[config.mk]
export PLATFORM = sky130hd
export DESIGN_NAME = sar_adc_ctrl
export DESIGN_NICKNAME = d
export VERILOG_FILES = /design/src/rtl/sar_adc_pkg.sv /design/src/rtl/sync_2ff.sv /design/src/rtl/sar_adc_ctrl.sv
export SDC_FILE = /design/constraint.sdc
export NUM_CORES = 1
export LEC_CHECK = 0
export CAP_MARGIN = 20
export CORE_MARGIN = 8
export CORE_UTILIZATION = 60
export CTS_BUF_LIST = sky130_fd_sc_hd__clkbuf_4
export DETAILED_ROUTE_END_ITERATION = 16
export PLACE_DENSITY_LB_ADDON = 0.3
export SKIP_CTS_REPAIR_TIMING = 1
export SYNTH_ARGS = -nofsm -noshare
export SYNTH_HDL_FRONTEND = slang
export SYNTH_HIERARCHICAL = 1
export SYNTH_SLANG_ARGS = --single-unit
[constraint.sdc]
create_clock -name clk -period 3.86 [get_ports clk]
set_input_delay 0.386 -clock clk [delete_from_list [all_inputs] [get_ports clk]]
set_output_delay 0.386 -clock clk [all_outputs]
set_load 0.005 [all_outputs]
[src/rtl/sar_adc_pkg.sv]
// Shared types and constants for the 8-bit successive-approximation ADC controller.
package sar_adc_pkg;
    localparam int ADC_BITS              = 8;
    localparam int DEFAULT_SETTLE_CYCLES = 4;

    typedef enum logic [1:0] {
        IDLE,
        CONVERT,
        FINISH
    } state_t;

    function automatic logic [ADC_BITS-1:0] bit_mask(input logic [2:0] idx);
        logic [ADC_BITS-1:0] m;
        m      = '0;
        m[idx] = 1'b1;
        return m;
    endfunction
endpackage

[src/rtl/sync_2ff.sv]
// Two-flop synchronizer for a single asynchronous level signal.
module sync_2ff (
    input  logic clk,
    input  logic rst,
    input  logic d,
    output logic q
);
    logic meta;

    always_ff @(posedge clk or posedge rst) begin
        if (rst) begin
            meta <= 1'b0;
            q    <= 1'b0;
        end else begin
            meta <= d;
            q    <= meta;
        end
    end
endmodule

[src/rtl/sar_adc_ctrl.sv]
// SAR ADC controller: binary search over an 8-bit R-2R DAC driven by a synchronized comparator.
module sar_adc_ctrl
    import sar_adc_pkg::*;
#(
    parameter int SETTLE_CYCLES = DEFAULT_SETTLE_CYCLES
) (
    input  logic       clk,
    input  logic       rst,
    input  logic       start,
    input  logic       continuous,
    input  logic       comp_i,
    output logic [7:0] dac_o,
    output logic       busy,
    output logic       done,
    output logic [7:0] result
);
    localparam logic [7:0] LAST_CNT = 8'(SETTLE_CYCLES - 1);

    state_t                state, state_nxt;
    logic                  comp_s;
    logic [7:0]            cnt;
    logic [2:0]            idx;
    logic [ADC_BITS-1:0]   dac_q, result_q, decided;
    logic                  start_conv, decide;

    sync_2ff u_sync (
        .clk (clk),
        .rst (rst),
        .d   (comp_i),
        .q   (comp_s)
    );

    // A new conversion begins from IDLE on start, or straight out of FINISH in continuous mode.
    assign start_conv = ((state == IDLE) && start) || ((state == FINISH) && continuous);
    assign decide     = (state == CONVERT) && (cnt == LAST_CNT);
    assign decided    = comp_s ? dac_q : (dac_q & ~bit_mask(idx));

    always_ff @(posedge clk or posedge rst) begin
        if (rst) begin
            state <= IDLE;
        end else begin
            state <= state_nxt;
        end
    end

    always_comb begin
        state_nxt = state;
        case (state)
            IDLE:    if (start) state_nxt = CONVERT;
            CONVERT: if (decide && (idx == 3'd0)) state_nxt = FINISH;
            FINISH:  state_nxt = continuous ? CONVERT : IDLE;
            default: state_nxt = IDLE;
        endcase
    end

    always_comb begin
        busy = (state == CONVERT);
        done = (state == FINISH);
    end

    always_ff @(posedge clk or posedge rst) begin
        if (rst) begin
            dac_q    <= '0;
            result_q <= '0;
            idx      <= '0;
            cnt      <= '0;
        end else if (start_conv) begin
            dac_q <= 8'h80;
            idx   <= 3'd7;
            cnt   <= '0;
        end else if (decide) begin
            cnt <= '0;
            if (idx == 3'd0) begin
                dac_q    <= decided;
                result_q <= decided;
            end else begin
                dac_q <= decided | bit_mask(idx - 3'd1);
                idx   <= idx - 3'd1;
            end
        end else if (state == CONVERT) begin
            cnt <= cnt + 8'd1;
        end
    end

    assign dac_o  = dac_q;
    assign result = result_q;
endmodule
==> impl_metrics.csv <==
group,metric,value,unit
timing,layout_setup_ws,1.55,ns
clocking,cts_made_buffers,5,
floorplan,die-area,4530,µm²
timing,hold_viol,0,
yosys,synth.net_count,167,
route,drt_wl_total,3530,µm
critical_path,cp_slowest_stage_delay,0.64,ns
critical_path,critPathTopFamily,"simple AND/OR/NAND/NOR gates",
yosys,async_sr_flop_fraction,1.00,
grt,antenna_violations_before_repair,0,
route,route.detailed.wl_per_inst,16.7,µm
yosys,post_synth_inst_count,159,
placed_design,routabilityCongestion,0.881,
timing,post-route-min-period,2.31,ns
floorplan,chipHeight,67.3,µm
grt,first_pass_grt_wire_length,6020,µm
worst_hold_path,hold_path_class,"input pin to asynchronous set/reset pin",
clocking,cts-root-buf,"sky130_fd_sc_hd__clkbuf_4",
timing,layout_worst_path_cycle_share,0.597,
yosys,synth.distinct_cells,43,
placed_design,hpwl,2600,µm
critical_path,worst-endpoint-arrival,2.53,ns
yosys,yosysWarnings,6,
timing,slew-limit-headroom,0.585,
run_status,status,"finished clean",
timing,skew,0.00535,ns
route,post_drt_via_cell_ratio,6.24,
cells_and_area,layoutNonFillerInstCount,212,
cells_and_area,filler_cell_count,194,
clocking,cts.sink_count,31,
clocking,number_of_levels_in_the_clock_h_tree,2,
power,power_density,574,nW/µm²
cells_and_area,antenna_diode_count,0,
yosys,netlist_area,1580,µm²
cells_and_area,multi_input_area,746,µm²
critical_path,crit_path_top_delay_cell,"sky130_fd_sc_hd__or4_4",
cells_and_area,syn_to_final_growth,19.0,%
yosys,sequential_fraction_of_the_synthesis_area,0.491,
critical_path,critPathKind,"flip-flop to flip-flop",
cells_and_area,final_nets,191,
placed_design,placedCellCount,205,
yosys,synth.area.top_cells,"sky130_fd_sc_hd__dfrtp_1 49%, sky130_fd_sc_hd__o21ai_0 4.1%, sky130_fd_sc_hd__nand2_1 3.8%, sky130_fd_sc_hd__xnor2_1 2.8%, sky130_fd_sc_hd__a21oi_1 2.5%",
grt,globalRouteTotalUtil,0.175,
timing,timing_max_transition_violations_final,0,
critical_path,critPathMaxFanout,12,
yosys,synth-seq-cells,31,
clocking,clk_transition_reported_paths,0.08,ns
timing,finalSetupViolations,0,
yosys,number_of_synthesized_flops_with_an_enable_pin,0,
floorplan,top_level_ports,23,
critical_path,end_kind,"flip-flop",
clocking,cts_tree,"done",
critical_path,start_kind,"flip-flop",
yosys,avgSynthCellArea,9.95,µm²
critical_path,worstPathCellList,"ha_1 > or4b_4 > or4_4 > inv_1 > mux2_2",
floorplan,row_count,18,
floorplan,die_span_in_x,67.3,µm
grt,grt_remaining_overflow,0,
yosys,post-synth-top-area-fraction,0.491,
route,drc,0,
cells_and_area,layout.area.seq,776,µm²
yosys,dominantRegCellSynth,"sky130_fd_sc_hd__dfrtp_1",
timing,post_route_setup_tns,0,ns
timing,rsz0062_at_grt,"false",
power,vdd_ir_drop_max,452,µV
timing,fmax,434,MHz
floorplan,floorplan.initialDensity,0.633,
placed_design,io_buffers,22,
route,drtIter0Drc,93,
critical_path,cp.required,4.08,ns
route,dr.pass1.iters,4,
grt,grt_pass1_vias,1287,
critical_path,crit_path_buf_inv_count,1,
clocking,skew_pair_late_insertion_delay,0.33,ns
job,drv_cap,0,
power,leakagePower,0.792,nW
timing,worst_slew_pin_tran,0.617,ns
cells_and_area,final_layout_size_suffix_gt1_frac,0.0879,
yosys,netlist.top_cell.by_area,"sky130_fd_sc_hd__dfrtp_1",
route,via_count,1322,
route,antenna_left,0,
floorplan,core_area,2500,µm²
clocking,cts_max_path_buffers,2,
grt,grt_start_max_net_pins,30,
placed_design,place_worst_setup_slack,1.57,ns
-- cell type report --
cell class,instances,area share
clock buffer,6,0.0239
inverter,8,0.0160
multi-input combinational,114,0.396
sequential,31,0.412
tap,30,0.0199
timing repair buffer,23,0.132
-- sequential cells by signal, summed over array words and instances, names as in the netlist --
register,count
dac_o,8
result,8
cnt,8
idx,3
state,2
u_sync/meta,1
u_sync/q,1
-- cells in the mapped netlist (2+ instances only) --
library cell / n
sky130_fd_sc_hd__dfrtp_1: 31
sky130_fd_sc_hd__nand2_1: 16
sky130_fd_sc_hd__o21ai_0: 13
sky130_fd_sc_hd__a21oi_1: 8
sky130_fd_sc_hd__nor2_1: 8
sky130_fd_sc_hd__inv_1: 7
sky130_fd_sc_hd__clkbuf_1: 5
sky130_fd_sc_hd__nand3_1: 5
sky130_fd_sc_hd__nor3_1: 5
sky130_fd_sc_hd__or3_1: 5
sky130_fd_sc_hd__xnor2_1: 5
sky130_fd_sc_hd__a22oi_1: 4
sky130_fd_sc_hd__ha_1: 3
sky130_fd_sc_hd__o211ai_1: 3
sky130_fd_sc_hd__a211oi_1: 2
sky130_fd_sc_hd__a21boi_0: 2
sky130_fd_sc_hd__a22o_1: 2
sky130_fd_sc_hd__a31oi_1: 2
sky130_fd_sc_hd__mux2_2: 2
sky130_fd_sc_hd__mux2_4: 2
sky130_fd_sc_hd__nand2b_1: 2
sky130_fd_sc_hd__nand3b_1: 2
sky130_fd_sc_hd__nor3b_1: 2
sky130_fd_sc_hd__nor4_1: 2
sky130_fd_sc_hd__o21bai_1: 2
sky130_fd_sc_hd__o41a_1: 2
-- routing by layer --
metal,GRT usage,share of wire
met5,0,0
met2,0.272,0.46
met1,0.213,0.44
met3,0.0546,0.075
met4,0.0940,0.022
-- cell families (layout without fill, tap and decap cells) --
| kind of cell | count (synthesis) | after routing | share of synthesized area |
|---|---|---|---|
| and+or+nand+nor | 56 | 56 | 0.192 |
| AOI/OAI and AO/OA | 45 | 45 | 0.188 |
| DFF | 31 | 31 | 0.491 |
| buffers and inverters | 14 | 37 | 0.0380 |
| xor gates and xnor gates | 5 | 5 | 0.0277 |
| muxes | 5 | 5 | 0.0396 |
| adders and majority gates | 3 | 3 | 0.0237 |
-- worst register-to-register path: stages, from the launching register on --
cell and delay, ns:
sky130_fd_sc_hd__dfrtp_1 0.40, sky130_fd_sc_hd__ha_1 0.21, sky130_fd_sc_hd__or4b_4 0.47, sky130_fd_sc_hd__or4_4 0.64, sky130_fd_sc_hd__inv_1 0.14, sky130_fd_sc_hd__mux2_2 0.33
-- worst paths after layout --
path | from | to | slack (ns) | depth (start not counted)
worst max-delay path | cnt[0]$_DFFE_PP0P_ | result[3]$_DFFE_PP0P_ | 1.55 | 5
worst min-delay path | rst | u_sync/meta$_DFF_PP0_ | 0.22 | 2
worst max register to register | cnt[0]$_DFFE_PP0P_ | result[3]$_DFFE_PP0P_ | 1.55 | 5
worst min register to register | u_sync/meta$_DFF_PP0_ | u_sync/q$_DFF_PP0_ | 0.36 | 0
max in group asynchronous | rst | idx[1]$_DFFE_PP0P_ | 3.15 | 3
min in group clk | u_sync/meta$_DFF_PP0_ | u_sync/q$_DFF_PP0_ | 0.36 | 0
-- cells in the final DEF, fill, tap and decap left out, types with 2 or more instances in the layout --
| cell type | n |
|---|---|
| sky130_fd_sc_hd__nor3_1 | 5 |
| sky130_fd_sc_hd__o21ai_0 | 13 |
| sky130_fd_sc_hd__nor4_1 | 2 |
| sky130_fd_sc_hd__nand3_1 | 5 |
| sky130_fd_sc_hd__mux2_2 | 2 |
| sky130_fd_sc_hd__o211ai_1 | 3 |
| sky130_fd_sc_hd__inv_1 | 7 |
| sky130_fd_sc_hd__clkdlybuf4s50_1 | 22 |
| sky130_fd_sc_hd__nor3b_1 | 2 |
| sky130_fd_sc_hd__dfrtp_1 | 31 |
| sky130_fd_sc_hd__ha_1 | 3 |
| sky130_fd_sc_hd__nand2b_1 | 2 |
| sky130_fd_sc_hd__a211oi_1 | 2 |
| sky130_fd_sc_hd__nor2_1 | 8 |
| sky130_fd_sc_hd__o21bai_1 | 2 |
| sky130_fd_sc_hd__nand2_1 | 16 |
| sky130_fd_sc_hd__o41a_1 | 2 |
| sky130_fd_sc_hd__xnor2_1 | 5 |
| sky130_fd_sc_hd__a22oi_1 | 4 |
| sky130_fd_sc_hd__or3_1 | 5 |
| sky130_fd_sc_hd__a22o_1 | 2 |
| sky130_fd_sc_hd__a21boi_0 | 2 |
| sky130_fd_sc_hd__a31oi_1 | 2 |
| sky130_fd_sc_hd__a21oi_1 | 8 |
| sky130_fd_sc_hd__clkbuf_4 | 6 |
| sky130_fd_sc_hd__mux2_4 | 2 |
| sky130_fd_sc_hd__nand3b_1 | 2 |
-- power by group --
part	internal (mW)	switching (mW)
registers	0.398	0.0894
clock network	0.0716	0.0982
logic	0.204	0.220
total	0.673	0.407
-- per-stage QoR --
stage / hold WS [ns] / instance area (µm²) / power [mW] / utilization
3_3_place_gp: 0.340 / 1810 / 0.889 / 0.724
5_1_grt: 0.249 / 1880 / 1.16 / 0.753
2_1_floorplan: 0.127 / 1580 / 0.766 / -
6_report: 0.224 / 1880 / 1.08 / 0.753
4_1_cts: 0.222 / 1850 / 1.08 / 0.742
3_5_place_dp: 0.344 / 1810 / 0.904 / 0.724
No activity file was read; power rests on OpenSTA's default activity.
